## config.mk

```make
export PLATFORM = sky130hd
export DESIGN_NAME = dircc_send_handler
export DESIGN_NICKNAME = d
export VERILOG_FILES = /design/src/rtl/dircc_send_handler.sv
export SDC_FILE = /design/constraint.sdc
export NUM_CORES = 1
export LEC_CHECK = 0
export ABC_AREA = 1
export BUFFER_PORTS_ARGS = -buffer_cell sky130_fd_sc_hd__buf_2
export CAP_MARGIN = 20
export CORE_UTILIZATION = 25
export CTS_BUF_LIST = sky130_fd_sc_hd__clkbuf_8
export DETAILED_ROUTE_END_ITERATION = 10
export SYNTH_ARGS = -nofsm -noshare
export SYNTH_HDL_FRONTEND = slang
export SYNTH_SLANG_ARGS = --single-unit
```

## constraint.sdc

```tcl
create_clock -name clk -period 15.1 [get_ports clk]
set_input_delay 3.02 -clock clk [delete_from_list [all_inputs] [get_ports clk]]
set_output_delay 3.02 -clock clk [all_outputs]
set_load 0.005 [all_outputs]
```

## src/rtl/dircc_send_handler.sv

```systemverilog
// dircc_send_handler: builds one packet per send_request from the current
// device state, hands it out over a valid/ready port, then writes back the
// device state with its sent counter advanced.
// Optional feature: define DIRCC_SEND_TIMESTAMP_EN to stamp packets with a
// free-running 16-bit cycle counter; otherwise the tick field is zero.

package dircc_send_pkg;

    // Device state record: user_state[31:0] is the sent counter and
    // user_state[32] marks the device as a sender.
    typedef struct packed {
        logic [31:0] dircc_state;
        logic [31:0] dircc_state_extra;
        logic [63:0] user_state;
    } device_state_t;

    // Packet layout: [63] designated, [62:56] device, [55:48] address,
    // [47:32] tick, [31:0] id.
    typedef logic [63:0] packet_data_t;

endpackage

module dircc_send_handler
    import dircc_send_pkg::*;
#(
    parameter int ADDRESS_MEM_WIDTH = 32,
    parameter int DEVICE_ID         = 0,
    parameter int MAX_PACKETS       = 16
) (
    input  logic                         clk,
    input  logic                         reset,
    input  logic [ADDRESS_MEM_WIDTH-1:0] address,
    input  logic                         send_request,
    input  device_state_t                read_state,
    output packet_data_t                 packet_out,
    output logic                         packet_out_valid,
    input  logic                         packet_out_ready,
    output logic                         send_done,
    output logic                         rts,
    output device_state_t                write_state,
    output logic                         write_state_valid
);

    typedef enum logic [2:0] {
        IDLE,
        BUILD,
        SEND,
        UPDATE,
        DONE
    } state_t;

    localparam logic [31:0] MAX_COUNT = 32'(MAX_PACKETS);
    localparam logic [6:0]  DEV_FIELD = 7'(DEVICE_ID);

    state_t        state_q;
    packet_data_t  packet_q;
    packet_data_t  packet_d;
    logic          valid_q;
    logic          done_q;
    logic          ws_valid_q;
    device_state_t ws_q;
    device_state_t ws_d;
    device_state_t shadow_q;
    logic [15:0]   tick_now;

`ifdef DIRCC_SEND_TIMESTAMP_EN
    logic [15:0] tick_q;

    // Free-running cycle counter, wraps naturally at 16 bits.
    always_ff @(posedge clk or posedge reset) begin
        if (reset) begin
            tick_q <= '0;
        end else begin
            tick_q <= tick_q + 16'd1;
        end
    end

    assign tick_now = tick_q;
`else
    assign tick_now = '0;
`endif

    // Only the low address byte fits in the packet; the rest is dropped.
    generate
        if (ADDRESS_MEM_WIDTH > 8) begin : g_addr_unused
            logic unused_addr_bits;
            assign unused_addr_bits = ^address[ADDRESS_MEM_WIDTH-1:8];
        end
    endgenerate

    // The device may send while it is a sender and below its packet quota.
    assign rts = read_state.user_state[32] && (read_state.user_state[31:0] < MAX_COUNT);

    // Packet assembled from the live state; captured into packet_q in BUILD.
    always_comb begin
        packet_d = {1'b1, DEV_FIELD, address[7:0], tick_now, read_state.user_state[31:0]};
    end

    // Write-back state: the shadow copy with the sent counter advanced.
    always_comb begin
        ws_d = shadow_q;
        ws_d.user_state[31:0] = shadow_q.user_state[31:0] + 32'd1;
    end

    // Transaction sequencer with registered handshake, strobe and data outputs.
    always_ff @(posedge clk or posedge reset) begin
        if (reset) begin
            state_q    <= IDLE;
            packet_q   <= '0;
            valid_q    <= 1'b0;
            done_q     <= 1'b0;
            ws_valid_q <= 1'b0;
            ws_q       <= '0;
            shadow_q   <= '0;
        end else begin
            done_q     <= 1'b0;
            ws_valid_q <= 1'b0;
            case (state_q)
                IDLE: begin
                    if (send_request) begin
                        state_q <= BUILD;
                    end
                end
                BUILD: begin
                    packet_q <= packet_d;
                    shadow_q <= read_state;
                    if (rts) begin
                        state_q <= SEND;
                        valid_q <= 1'b1;
                    end else begin
                        state_q <= DONE;
                        done_q  <= 1'b1;
                    end
                end
                SEND: begin
                    if (valid_q && packet_out_ready) begin
                        valid_q    <= 1'b0;
                        ws_q       <= ws_d;
                        ws_valid_q <= 1'b1;
                        state_q    <= UPDATE;
                    end
                end
                UPDATE: begin
                    state_q <= DONE;
                    done_q  <= 1'b1;
                end
                DONE: begin
                    state_q <= IDLE;
                end
                default: begin
                    state_q <= IDLE;
                    valid_q <= 1'b0;
                end
            endcase
        end
    end

    assign packet_out        = packet_q;
    assign packet_out_valid  = valid_q;
    assign send_done         = done_q;
    assign write_state       = ws_q;
    assign write_state_valid = ws_valid_q;

endmodule
```

# After elaboration in Yosys (flattened, before gate mapping)
# Index checks and enable logic that the tools add are counted.
# op_classes
shift	0
reduce_logical	7
magnitude_cmp	1
bitwise	1
add_sub_neg	1
mul	0
n_eq_ne	7
div	0
n_mux	11
# ops
cell	n
$add A32 B1 Y32 const B	1
$lt A32 B5 Y1 const B	1
$pmux W3 S4	1
$mux W3	3
$eq A3 B2 Y1 const B	2
$ne A2 B2 Y1 const B	3
$mux W1	5
$reduce_and A2 Y1	2
$eq A3 B1 Y1 const B	1
$eq A3 B3 Y1 const B	1
$logic_not A3 Y1	1
$pmux W1 S3	1
$reduce_and A3 Y1	1
$reduce_or A3 Y1	1
$logic_and A1 B1 Y1	2
$pmux W1 S2	1
$not A1 Y1	1
# totals
regBits	303
mem_bits_rw	0
inputBits	164
rom_bits	0
mem_count	0
latchBits	0

# Depth between registers and ports, before layout
# depth
depth_word	4
mapped_depth	10
mapped_depth_nobuf	10

# Worst setup path after synthesis
# Ideal clock, no wire load.
# synth_timing
path_kind	input to output
startpoint	input port read_state[13] in the netlist's numbering
endpoint	output port rts
setup_slack_ns	8.503
required_ns	12.080
t_arrival_ns	3.577
path_stages	5
path_cell_list	inv_1 -> nand2_1 -> nor4_1 -> nand3_1 -> nor2_1
# synth_between
elab_chain_cells	2
# synth_rtl
item	line_no	text
start: declaration	34	input device_state_t read_state,
$lt A32 B5 Y1	92	assign rts = read_state.user_state[32] && (read_state.user_state[31:0] < MAX_COUNT);
$logic_and A1 B1 Y1	92	
end: declaration	39	output logic rts,
# No other way between the ends.

# Final worst setup path
# layout_timing
startpoint	input port read_state[21] in the netlist's numbering
endpoint	output port rts
# The elaborated chain is that of the path after synthesis.

==> reports/qor.yml <==
run:
  drv_cap: 0
timing:
  slew_viol_final: 0
  period_share_pct: 45.70
  grt_setup_unrepaired: "no"
  max_clock_freq_ghz: 0.1449
  final_hold_viol_count: 0
  worstMarginPinSlew_ns: 1.007
  finalSetupTns_ns: 0
  timing.slew.headroom_pct: 32.84
  fin_skew_ns: 0.02583
  final-setup-viol-count: 0
  fin_crit_ns: 6.900
status:
  status: "finished clean"
routing:
  num_vias: 9351
  vias_per_cell: 4.176
  wirelength_um: 32230
  wl_per_cell_um: 14.39
  first_pass_iters: 5
  post-route-drc-count: 0
  drt_iter0_drc: 667
  antenna_left: 0
critical_path:
  cp_max_fo: 2
  crit_required_ns: 12.08
  worstPathArrival_ns: 3.88
  worstSetupPathType: "in -> out"
  slowest_delay_ns: 0.28
  critical_path.slowest_cell: "nor4_1"
  path_cells: "buf_2 > inv_1 > nand2_1 > nor4_1 > nand2_1 > nor2_1 > buf_2"
  endpoint_kind: "output pin"
  startpoint_type: "primary input"
logic_synthesis:
  synth-edff-count: 0
  synthesis.area_um2: 11560
  netlist_top_cells_count: "nand2_1 (476), dfrtp_1 (271), inv_1 (135)"
  ys.flop_type: "dfrtp_1"
  synth_cell_type_count: 31
  yosysWarnings: 0
  synth_area_per_cell_um2: 8.748
  ys_seq_elements: 271
  async_reset_ff_share_pct: 100.0
  synth_most_common_cell: "nand2_1"
  ys_seq_area_share_pct: 58.64
  ys_top_cells_by_area: "dfrtp_1 (59%), nand2_1 (15%), o21ai_0 (5.6%), inv_1 (4.4%), buf_4 (4.3%)"
  synth.largest_area_cell: "dfrtp_1"
  syn_inst: 1322
  yosys.area.top_type_share_pct: 58.64
die:
  initial_core_util_pct: 25.43
  dieArea_um2: 47120
  die-height_um: 217.1
  rows: 78
  die_w_um: 217.1
  design.core.area_um2: 45480
  ios: 360
clock_tree:
  numCtsBuffers: 50
  hold_buffers: 0
  clock_path_buffers: 3
  cts_root_buf: "clkbuf_8"
  h-tree-depth: 2
  post_cts_buffers: 0
  clock_sinks: 271
  cts_resized: 0
  clk_latency_ns: 0.61
  cts_tree: "yes"
  clkTransAtPathRegs_ns: 0.05
global_route:
  antenna_found_initial: 1
  gr-total-overflow: 0
  grt_pass1_vias: 9191
  grt_first_pass_wirelength_um: 50580
  grt_util_all_layers_pct: 13.63
  grt_max_degree: 149
power:
  peakVddDrop_mv: 0.07967
  p_leak_nw: 7.560
  powerDensity_nw_per_um2: 201.9
placement:
  portBuffers: 312
  place_hpwl_um: 22560
  gp_congestion: 0.8877
layout:
  utilization_pct: 31.50
  synthToLayoutAreaGrowth_pct: 23.87
  finalNetCount: 1767
  final_layout_size_suffix_gt1_share_pct: 25.27
min_path:
  worstHoldPathType: "reg -> reg"
-- logic make-up (layout without fill, tap and decap cells) --
family,count (synthesis),count (layout),share of synthesized area (%)
compound gates,206,206,8.958
flops,271,271,58.64
fa+ha+maj,1,1,0.1082
other cells,1,24,0.03243
xor+xnor,14,14,1.060
buf+inv,250,544,10.67
simple gates,579,579,20.53
-- state kept, by name (all words and copies together) (netlist names) --
| name | cells |
|---|---|
| write_state_valid | 1 |
| packet_out_valid | 1 |
| send_done | 1 |
| state_q | 3 |
| shadow_q | 128 |
| write_state | 128 |
| packet_out | 9 |
-- power by group --
group	leakage (nW)	total, mW	switching, mW	internal [mW]
clock network	0.577	0.710	0.315	0.396
registers	3.44	1.27	0.202	1.07
logic	3.54	0.908	0.552	0.356
-- per-layer routing --
metal | wire, µm | global-route usage [%] | vias to the layer above
met2 | 14220 | 20.78 | 319
met3 | 2597 | 4.165 | 63
met4 | 1017 | 6.573 | 0
met1 | 14390 | 17.51 | 4359
li1 | - | - | 4610
met5 | 0 | 0 | -
-- worst max-delay path: cells and delay by family --
family | cells | cell delay, ns
simple gates | 4 | 0.58
buf+inv | 3 | 0.27
-- path summary, 6_finish.rpt --
kind                       slack (ns)  cells past startpoint                to             from
max                              8.20                      7               rts   read_state[21]
max in group asynchronous       11.18                      3   write_state[70]            reset
min in group asynchronous        2.52                      2      shadow_q[33]            reset
max reg2reg                     12.50                      7  write_state[106]       state_q[2]
min reg2reg                      0.47                      2   write_state[39]  write_state[39]
min                              0.47                      2   write_state[39]  write_state[39]
-- layout by cell type (no fill, tap or decap), drive strengths merged, types with 18 or more instances in the layout --
| master | n |
|---|---|
| nand3 | 18 |
| conb | 23 |
| dfrtp | 271 |
| nand2 | 481 |
| buf | 318 |
| clkbuf | 57 |
| nor3 | 21 |
| nor2 | 42 |
| inv | 157 |
| o21ai | 204 |
-- per-stage QoR --
stage               hold slack (ns)  instance area, µm²  power, mW  setup slack (ns)  std cells
finish                       0.4652               14330      2.892             8.200       2239
global route                 0.4902               14330      3.137             8.082       2239
CTS                          0.4671               14320      2.945             8.184       2238
detailed placement           0.4529               13320      2.208             8.184       2150
global placement             0.4464               13320      2.178             8.163       2150
floorplan                    0.4422               11650      1.831             4.613       1344
-- cell type report --
type,instances,area [µm²]
inverter,138,530.5
fill,4813,31150
sequential,271,6782
timing repair buffer,318,1619
clock inverter,31,219.0
antenna,1,2.502
tap,600,750.7
clock buffer,57,784.5
multi-input combinational,823,3637
Power figures use the tool's default switching activity.
